**config.mk**
```make
export PLATFORM = sky130hd
export DESIGN_NAME = counter_sched
export DESIGN_NICKNAME = d
export VERILOG_FILES = /design/src/rtl/counter_sched_pkg.sv /design/src/rtl/counter_sched_rr_arbiter.sv /design/src/rtl/counter_sched.sv
export SDC_FILE = /design/constraint.sdc
export NUM_CORES = 1
export LEC_CHECK = 0
export CORE_UTILIZATION = 35
export CTS_BUF_LIST = sky130_fd_sc_hd__clkbuf_4
export DETAILED_ROUTE_END_ITERATION = 16
export GPL_ROUTABILITY_DRIVEN = 0
export PLACE_DENSITY = 0.6
export SLEW_MARGIN = 20
export SYNTH_ARGS = -nofsm -noshare
export SYNTH_HDL_FRONTEND = slang
export SYNTH_SLANG_ARGS = --single-unit
```
**constraint.sdc**
```tcl
create_clock -name clk -period 6.3 [get_ports clk]
set_input_delay 1.26 -clock clk [delete_from_list [all_inputs] [get_ports clk]]
set_output_delay 1.26 -clock clk [all_outputs]
set_load 0.005 [all_outputs]
```
**src/rtl/counter_sched_pkg.sv**
```systemverilog
// Shared types and helpers for the shared-counter round-robin scheduler.
// The round-robin search is sized for up to MaxReq requesters.
package counter_sched_pkg;

   localparam int unsigned DefaultCw = 6;
   localparam int unsigned MaxReq    = 8;
   localparam int unsigned IdxW      = 3;

   typedef enum logic [1:0] {
      StIdle,
      StLoad,
      StRun,
      StDone
   } state_e;

   typedef struct packed {
      logic            valid;
      logic [IdxW-1:0] idx;
   } rr_pick_t;

   // Lowest requester index at or above ptr, wrapping at n_req; ptr must be below n_req.
   function automatic rr_pick_t rr_pick(input logic [MaxReq-1:0] req,
                                        input logic [IdxW-1:0]   ptr,
                                        input int unsigned       n_req);
      rr_pick_t    r;
      int unsigned idx;
      r.valid = 1'b0;
      r.idx   = '0;
      idx     = 0;
      for (int unsigned off = 0; off < MaxReq; off++) begin
         if (off < n_req && !r.valid) begin
            idx = 32'(ptr) + off;
            if (idx >= n_req) begin
               idx = idx - n_req;
            end
            if (req[idx[IdxW-1:0]]) begin
               r.valid = 1'b1;
               r.idx   = idx[IdxW-1:0];
            end
         end
      end
      return r;
   endfunction

endpackage

```
**src/rtl/counter_sched_rr_arbiter.sv**
```systemverilog
// Combinational round-robin picker: one-hot winner plus its index, searching upward from ptr.
// Usable on its own by clients that only need arbitration.
module rr_arbiter
   import counter_sched_pkg::*;
#(
   parameter int unsigned N_REQ = 4,
   localparam int unsigned PW   = $clog2(N_REQ)
) (
   input  logic [N_REQ-1:0] req_i,
   input  logic [PW-1:0]    ptr_i,
   output logic [N_REQ-1:0] pick_o,
   output logic [PW-1:0]    idx_o,
   output logic             any_o
);

   rr_pick_t r;

   always_comb begin
      r      = rr_pick(MaxReq'(req_i), IdxW'(ptr_i), N_REQ);
      any_o  = r.valid;
      idx_o  = PW'(r.idx);
      pick_o = '0;
      for (int unsigned i = 0; i < N_REQ; i++) begin
         pick_o[i] = r.valid && (r.idx == IdxW'(i));
      end
   end

endmodule

```
**src/rtl/counter_sched.sv**
```systemverilog
// Round-robin scheduler sharing one up-counter among N_REQ requesters; each grant counts
// a latched duration and ends with a one-cycle done pulse to the granted requester.
module counter_sched
   import counter_sched_pkg::*;
#(
   parameter int unsigned N_REQ = 4,
   parameter int unsigned CW    = DefaultCw,
   localparam int unsigned PW   = $clog2(N_REQ)
) (
   input  logic                clk,
   input  logic                rst,
   input  logic [N_REQ-1:0]    req,
   input  logic [N_REQ*CW-1:0] dur,
   output logic [N_REQ-1:0]    gnt,
   output logic [N_REQ-1:0]    done,
   output logic                busy,
   output logic [CW-1:0]       count
);

   state_e           state_q, state_d;
   logic [PW-1:0]    ptr_q, ptr_d;
   logic [PW-1:0]    w_q, w_d;
   logic [CW-1:0]    dlat_q, dlat_d;
   logic [CW-1:0]    count_q, count_d;
   logic [N_REQ-1:0] gnt_q, gnt_d;
   logic [N_REQ-1:0] done_q, done_d;
   logic             busy_q, busy_d;

   logic [N_REQ-1:0] pick;
   logic [PW-1:0]    pick_idx;
   logic             pick_any;
   logic [CW-1:0]    dur_sel;

   rr_arbiter #(
      .N_REQ (N_REQ)
   ) u_arb (
      .req_i  (req),
      .ptr_i  (ptr_q),
      .pick_o (pick),
      .idx_o  (pick_idx),
      .any_o  (pick_any)
   );

   always_comb begin
      dur_sel = dur[pick_idx*CW +: CW];
   end

   always_comb begin
      state_d = state_q;
      ptr_d   = ptr_q;
      w_d     = w_q;
      dlat_d  = dlat_q;
      count_d = count_q;
      gnt_d   = gnt_q;
      unique case (state_q)
         StIdle: begin
            if (pick_any) begin
               w_d     = pick_idx;
               dlat_d  = dur_sel;
               gnt_d   = pick;
               state_d = StLoad;
            end
         end
         StLoad: begin
            count_d = '0;
            state_d = (dlat_q == '0) ? StDone : StRun;
         end
         StRun: begin
            // Stop one short of dlat so the count never wraps and RUN lasts dlat cycles.
            if (count_q == dlat_q - CW'(1)) begin
               state_d = StDone;
            end else begin
               count_d = count_q + CW'(1);
            end
         end
         StDone: begin
            gnt_d   = '0;
            count_d = '0;
            ptr_d   = (w_q == PW'(N_REQ - 1)) ? '0 : w_q + PW'(1);
            state_d = StIdle;
         end
         default: state_d = StIdle;
      endcase
      done_d = (state_d == StDone) ? gnt_d : '0;
      busy_d = (state_d != StIdle);
   end

   always_ff @(posedge clk or posedge rst) begin
      if (rst) begin
         state_q <= StIdle;
         ptr_q   <= '0;
         w_q     <= '0;
         dlat_q  <= '0;
         count_q <= '0;
         gnt_q   <= '0;
         done_q  <= '0;
         busy_q  <= 1'b0;
      end else begin
         state_q <= state_d;
         ptr_q   <= ptr_d;
         w_q     <= w_d;
         dlat_q  <= dlat_d;
         count_q <= count_d;
         gnt_q   <= gnt_d;
         done_q  <= done_d;
         busy_q  <= busy_d;
      end
   end

   assign gnt   = gnt_q;
   assign done  = done_q;
   assign busy  = busy_q;
   assign count = count_q;

endmodule

```
=== After elaboration in Yosys (flattened, before gate mapping) ===
Cells that the tools add are included.

* Logic and storage cells: 82
* Register bits after elaboration: 27
* Output and inout bits: 15
* Input port bits: 30

* Multipliers: 1
* Reductions and logical operators: 12
* Add/subtract/negate cells: 10
* Multiplexer cells: 32
* Shifts and indexed selects: 1
* Magnitude comparators: 8
* Equal/unequal tests: 10

{| class="wikitable"
|+ Operator list
! cell !! number
|-
| $ge 32x3->1 const B || 3
|-
| $mux 4 || 9
|-
| $shiftx 24x6->6 || 1
|-
| $mux 3 || 7
|-
| $lt 3x4->1 const B || 4
|-
| $bmux 1 s3 || 4
|-
| $pmux 6 s2 || 1
|-
| $sub 3x3->3 const B || 3
|-
| $eq 2x2->1 const B || 4
|-
| $pmux 2 s4 || 1
|-
| $pmux 4 s2 || 1
|-
| $add 2x2->3 const B || 2
|-
| $add 6x1->6 const B || 1
|-
| $eq 3x2->1 const B || 2
|-
| $eq 6x6->1 || 1
|-
| $logic_not 6->1 || 1
|-
| $mux 2 || 3
|-
| $mux 6 || 1
|-
| $sub 6x1->6 const B || 1
|-
| $mux 1 || 5
|-
| $logic_and 1x1->1 || 4
|-
| $mul 2x2->4 const B || 1
|-
| $reduce_and 2->1 || 2
|-
| $reduce_bool 2->1 || 2
|-
| 10 further kinds || 10
|}

=== Logic depth before layout (Yosys ltp) ===
Gate-level depths: netlist (run 1).

* Word-level depth: 25
* Depth in mapped cells: 11
* Depth with buffers taken out: 8

=== By module ===
A second synthesis (run 1) with hierarchy kept.

* Cell total of the unflattened synthesis: 188
* Area total of the unflattened synthesis: 1954.4 um^2

{| class="wikitable"
|+ By module, submodules not included
! module !! area each (um^2) !! seq. area each (um^2) !! cells each !! instances
|-
| counter_sched || 1570.3 || 675.6 || 136 || 1
|-
| rr_arbiter || 384.1 || 0.0 || 52 || 1
|}

=== Least setup slack after synthesis (run 1) ===
OpenSTA, ideal clock, no wires.

* Path kind: input port to flip-flop
* From: in req[1]
* To: reg dlat_q[0]
* Stages: 8
* Setup slack: 3.610 ns
* Arrival: 2.551 ns
* Path through: buf_2 > mux2i_1 > o31a_1 > o311ai_2 > o221ai_2 > buf_4 > mux2i_1 > o221ai_1

* Longest elaborated chain between the ends: 11
* Elaborated cells on any way between the ends: 18
* Those cells by class: mul (1); shift (1); mux (15); reduce/logical (1)

{| class="wikitable"
|+ Ends and longest elaborated chain
! element !! RTL line !! text
|-
| start, declared || counter_sched.sv:12 || <nowiki>input logic [N_REQ-1:0] req,</nowiki>
|-
| $bmux 1 s3 || counter_sched_pkg.sv:36 || <nowiki>if (req[idx[IdxW-1:0]]) begin</nowiki>
|-
| $mux 1 (not written as such) || counter_sched_pkg.sv:36 ||
|-
| $mux 4 (2 in series) || counter_sched_pkg.sv:36 ||
|-
| $mux 4 || counter_sched_pkg.sv:31 || <nowiki>if (off < n_req && !r.valid) begin</nowiki>
|-
| $mux 4 || counter_sched_pkg.sv:36 ||
|-
| $mux 4 || counter_sched_pkg.sv:31 ||
|-
| $mux 4 || counter_sched_pkg.sv:36 ||
|-
| $mux 4 (*) || counter_sched_pkg.sv:31 ||
|-
| $mul 2x2->4 || counter_sched.sv:45 || <nowiki>dur_sel = dur[pick_idx*CW +: CW];</nowiki>
|-
| $shiftx 24x6->6 || counter_sched.sv:45 ||
|-
| end signal, assigned || counter_sched.sv:102 || <nowiki>dlat_q <= dlat_d;</nowiki>
|-
| end, declared || counter_sched.sv:23 || <nowiki>logic [CW-1:0] dlat_q, dlat_d;</nowiki>
|}

Mark *: on every way between the ends. The rest lies on a longest branch, timed or not. The select of a mux whose other input is x is not followed.
A chain may end at the register's enable or synchronous reset.

=== Worst setup path in the final report (run 1) ===
* From: in req[3]
* To: reg dlat_q[4]

Same word-level chain as after synthesis.

==> reports/results.ini, run 1 <==
[final_layout]
nets = 283
areaGrowthSynthToFinish_pct = 26.47
n_fill_cell = 531
n_antenna_cell = 0
layout-drive-gt1-share_pct = 5.785
post-route-util_pct = 46.18
fin_cells = 312

[yosys]
ys.flop_type = dfrtp_1
synth_compound_area_share_pct = 23.93
synth-edff-count = 0
synthSimpleGateAreaFrac_pct = 15.93
postSynthCellCount = 205
yosys-top-cells-count = dfrtp_1 (27), nand2_1 (25), inv_1 (15), mux2i_1 (14), o21ai_0 (14)
synth.avg_cell_area_um2 = 9.155
synth_nets = 245
synth_fa_ha_area_share_pct = 6.667
yosys-top-cells-area = dfrtp_1 (36%), mux2i_1 (7.5%), ha_1 (6.7%)
ys_ff_latch = 27
synth_xor_area_share_pct = 3.267
synth_area_mm2 = 0.001877
netlist.area_leader.share_pct = 36.00
synth_area_leader_cell = dfrtp_1
synth_top_family_by_area = compound AO/OA/AOI/OAI gates
yosysMostFrequentCell = dfrtp_1
yosysUniqueCellTypes = 51
muxShareOfSynthArea_pct = 8.067
ys_warn_count = 0
synth.yosys.seq_area_share_pct = 36.00
synth-async-reset-ratio_pct = 100.0

[clock_tree]
cts-htree-levels = 1
clk_path_buf_depth = 2
cts_root_buf = clkbuf_4
cts_resized = 0
cts_tree = built
cts.clk_slew.worst_paths_ns = 0.15
postCtsSetupRepairBufs = 0
cts_hold_buffers = 0
clk_latency_ns = 0.32
clock_sinks = 27
cts_buffers = 3

[job]
drv_cap = 0

[sta]
hold_viol = 0
finalCriticalPeriod_ns = 3.378
fmax_mhz = 296.1
skew_ns = 0.004719
period_share_pct = 53.61
setup_violations = 0
rsz0062_at_grt = no
worst_hold_slack_ns = 0.5032
slew_headroom_pct = 27.00
slew_viol_final = 0
tightest_slew_ns = 1.095
setup_tns_ns = 0

[power]
seqPwrFrac_pct = 32.3
power_density_mw_per_mm2 = 410.0
swShare_pct = 45.60
combPwrFrac_pct = 59.9
p_clk_share_pct = 7.7
leakage_nw = 0.9853
p_int_w = 0.0005294
ir_worst_vdd_uv = 214.5
switching_power_w = 0.0004437

[floorplanning]
dieHeight_um = 75.23
rows = 26
die_x_um = 75.23
design.die.area_mm2 = 0.005659
core_mm2 = 0.005140
io-pin-count = 45
initial_core_util_pct = 36.51

[drt]
antenna_left = 0
route.detailed.drc = 0
wl_per_cell_um = 13.15
drtPass1Iterations = 5
viasPerCell = 5.253
wl_um = 4102
initialDrtViolationCount = 72
num_vias = 1639

[placed_design]
hpwlAfterDp_um = 3012
dpl.cell_count = 308
io_buffers = 44

[worst_setup_path]
critPathMaxFanout = 16
endpoint_kind = flip-flop
required_ns = 6.51
startpoint_type = primary input
crit_type = in -> reg
cp.arrival_ns = 3.59

[min_path]
min_path_type = reg -> reg

[global_route]
grt_usage_pct = 15.74
grt_first_pass_wirelength_um = 6913
grt_max_degree = 28
grt_pass1_vias = 1428
antenna_found_initial = 0
grt.overflow.total = 0

[run_status]
outcome = completed

## cells in the final DEF, fill, tap and decap left out, types with 4 or more instances in the layout
cell,count
a21oi_1,8
o22ai_1,4
o21ai_0,14
xnor2_1,5
clkdlybuf4s50_1,44
o221ai_1,6
ha_1,10
mux2i_1,14
nand2_1,25
nor2_1,9
and2_1,4
dfrtp_1,27
inv_1,14
nand3_1,5
## metal layers
| metal | vias up | part of all wire [%] | GRT usage [%] |
|---|---|---|---|
| met5 | - | 0 | 0 |
| met2 | 55 | 45 | 23.32 |
| met4 | 0 | 0.63 | 3.086 |
| met1 | 759 | 50 | 23.86 |
| met3 | 4 | 4.4 | 2.945 |
| li1 | 821 | - | - |
## path summary, 6_finish.rpt
kind	from	endpoint	slack, ns	cells past startpoint
worst max-delay path	req[3]	dlat_q[4]	2.92	6
max in group asynchronous	rst	ptr_q[1]	4.63	2
min in group asynchronous	rst	done[2]	1.30	2
worst min register to register	w_q[1]	w_q[1]	0.50	2
worst max register to register	ptr_q[0]	dlat_q[4]	3.29	6
worst min-delay path	w_q[1]	w_q[1]	0.50	2
## kinds of logic (layout without fill, tap and decap cells)
group / after synthesis / after routing
xor+xnor: 7 / 7
fa+ha+maj: 10 / 10
simple gates: 61 / 61
buf+inv: 26 / 63
compound gates: 59 / 59
mux: 15 / 15
flops: 27 / 27
## power by group through the flow
stage / clock (W) / combinational [W] / sequential [W]
2_1_floorplan: 0 / 0.000465 / 0.000285
3_3_place_gp: 0 / 0.000578 / 0.000315
3_5_place_dp: 0 / 0.000586 / 0.000318
4_1_cts: 0.0000814 / 0.000587 / 0.000315
5_1_grt: 0.0000885 / 0.000653 / 0.000326
6_report: 0.0000754 / 0.000583 / 0.000315
## area by class of cell
cell class / instances / area, um^2 / share of cell area, %
clock buffers: 3 / 22.52 / 0.9489
clock inverters: 1 / 5.005 / 0.2109
inverters: 15 / 56.30 / 2.372
multi-input cells: 152 / 1086 / 45.76
flip-flops and latches: 27 / 675.6 / 28.47
well taps: 70 / 87.58 / 3.690
repair buffers: 44 / 440.4 / 18.56
## registers in the layout (all words and copies together), names as in the netlist
signal and cells:
w_q 2, gnt 4, dlat_q 6, done 4, count 6, busy 1
ptr_q 2, state_q 2
## worst max-delay path, cell delays in order
cell and delay (ns):
clkdlybuf4s50_1 0.63, nor2b_1 0.28, a22oi_1 0.13, o221ai_2 0.85, mux2i_1 0.29, o221ai_1 0.14
## metrics by stage
step | power (W) | worst slack [ns] | cell area (um^2)
floorplan | 0.0007499 | 3.610 | 1877
global placement | 0.0008928 | 2.681 | 2346
detailed placement | 0.0009040 | 2.561 | 2346
CTS | 0.0009829 | 2.946 | 2374
global route | 0.001067 | 2.777 | 2374
finish | 0.0009731 | 2.922 | 2374
Note: power is estimated with default switching activity, not from simulation.
==> run 2, diff against run 1 <==
clock period = 3.2 ns   (was 6.3 ns; I/O delays follow)
==> run 2 against run 1 <==
  * Total power rose by 98%
  * Cell area rose by 1.1%
  * Clock-buffer cell count did not move
  * Worst setup slack got worse by 2.5 ns
  * Via count rose by 0.67%
  * Sequential share of layout area fell by 0.30 points
  * Wire length fell by 3.0%
  * Critical path type is now reg -> reg
==> reports/results.ini, run 2 (same netlist as run 1, synthesis figures left out) <==
[run_status]
outcome = completed

[sta]
tightest_slew_ns = 0.6308
period_share_pct = 85.72
skew_ns = 0.01104
fmax_mhz = 364.6
finalCriticalPeriod_ns = 2.743
setup_tns_ns = 0
setup_ws_ns = 0.4569
slew_headroom_pct = 57.56
hold_viol = 0
slew_viol_final = 0
rsz0062_at_grt = no
worst_hold_slack_ns = 0.5120
setup_violations = 0

[worst_setup_path]
cpMaxStageDelayCell = dfrtp_1
path_buf_inv = 2
timing.reg2reg.setup_slack_ns = 0.46
crit_family = flip-flops
cp.arrival_ns = 2.95
endpoint_kind = flip-flop
crit_type = reg -> reg
critPathMaxFanout = 16
crit_chain = inv_1 -> ha_1 -> mux2i_1 -> o31a_1 -> o311ai_2 -> o221ai_2 -> buf_4 -> mux2i_1 -> o221ai_1
slowest_delay_ns = 0.66
cp_common_cell = mux2i_1
required_ns = 3.41
startpoint_type = flip-flop

[drt]
wl_um = 3979
viasPerCell = 5.238
initialDrtViolationCount = 112
drtPass1Iterations = 5
antenna_left = 0
wl_per_cell_um = 12.63
route.detailed.drc = 0
num_vias = 1650

[final_layout]
fin_cells = 315
n_antenna_cell = 0
nets = 286
final_cell_mix = clkdlybuf4s50_1 (44), dfrtp_1 (27), nand2_1 (25)
layout-drive-gt1-share_pct = 6.531
final_common_cell = clkdlybuf4s50_1
areaGrowthSynthToFinish_pct = 27.80
post-route-util_pct = 46.67

[clock_tree]
clock_sinks = 27
postCtsSetupRepairBufs = 0
cts-htree-levels = 1
cts_hold_buffers = 0
cts_buffers = 3
cts_resized = 0
clk_path_buf_depth = 2
cts_root_buf = clkbuf_4
cts_tree = built
clk_latency_ns = 0.33
cts.clk_slew.worst_paths_ns = 0.16

[floorplanning]
rows = 26
core_mm2 = 0.005140
die_x_um = 75.23
design.die.area_mm2 = 0.005659
io-pin-count = 45
initial_core_util_pct = 36.51
dieHeight_um = 75.23

[placed_design]
hpwlAfterDp_um = 3060
dpl.cell_count = 311
place_ws_ns = 0.4574
io_buffers = 44

[power]
leakage_nw = 0.9968
power_density_mw_per_mm2 = 804.2
seqPwrFrac_pct = 31.8
switching_power_w = 0.0008717
swShare_pct = 45.19
combPwrFrac_pct = 60.4
p_int_w = 0.001057
p_clk_share_pct = 7.8
ir_worst_vdd_uv = 391.6

[min_path]
min_path_type = reg -> reg

[global_route]
grt.overflow.total = 0
antenna_found_initial = 0
grt_max_degree = 28
grt_first_pass_wirelength_um = 6768
grt_usage_pct = 15.51
grt_pass1_vias = 1418

[job]
drv_cap = 0

-- run 2: cell count changes in the layout (fill, tap and decap cells not counted) --
cell / change
inv_2: -1
buf_4: +3
inv_1: +1
clkinvlp_4: +1
clkinv_2: -1
-- run 2: metrics by stage --
stage / cell area, um^2 / total power, W
after floorplan: 1877 / 0.001476
after global placement: 2369 / 0.001778
after detailed placement: 2369 / 0.001792
after CTS: 2399 / 0.001944
after global routing: 2399 / 0.002120
final: 2399 / 0.001929
-- run 2: final timing paths --
kind,cells after the start,from,to
setup reg to reg,9,ptr_q[0],dlat_q[4]
setup / recovery,9,ptr_q[0],dlat_q[4]
min in group asynchronous,3,rst,done[1]
hold reg to reg,2,w_q[1],w_q[1]
max in group asynchronous,3,rst,dlat_q[2]
hold / removal,2,w_q[1],w_q[1]
-- run 2: cell type report --
class,count,area (um^2)
clock inverters,1,7.507
multi-input cells,152,1086
well taps,70,87.58
flip-flops and latches,27,675.6
inverters,15,56.30
repair buffers,47,462.9
fillers,539,2741
clock buffers,3,22.52
-- run 2: worst register-to-register path, delay by kind of cell (launching register included) --
kind,cells,cell delay (ns)
flops,1,0.66
fa+ha+maj,1,0.55
mux,2,0.50
buf+inv,2,0.47
compound gates,4,0.46
-- run 2: power by group through the flow --
stage	clock (W)	combinational, W	sequential (W)
CTS	0.000156	0.00117	0.000614
finish	0.000151	0.00116	0.000613
global placement	0	0.00116	0.000621
detailed placement	0	0.00117	0.000621
floorplan	0	0.000915	0.000561
global route	0.000170	0.00131	0.000640
-- run 2: per-layer routing --
metal | global-route usage (%) | vias to the layer above | share of wire (%)
met2 | 23.72 | 46 | 46
met1 | 23.22 | 774 | 49
met5 | 0 | - | 0
met4 | 2.469 | 0 | 0.68
li1 | - | 828 | -
met3 | 2.811 | 2 | 4.2
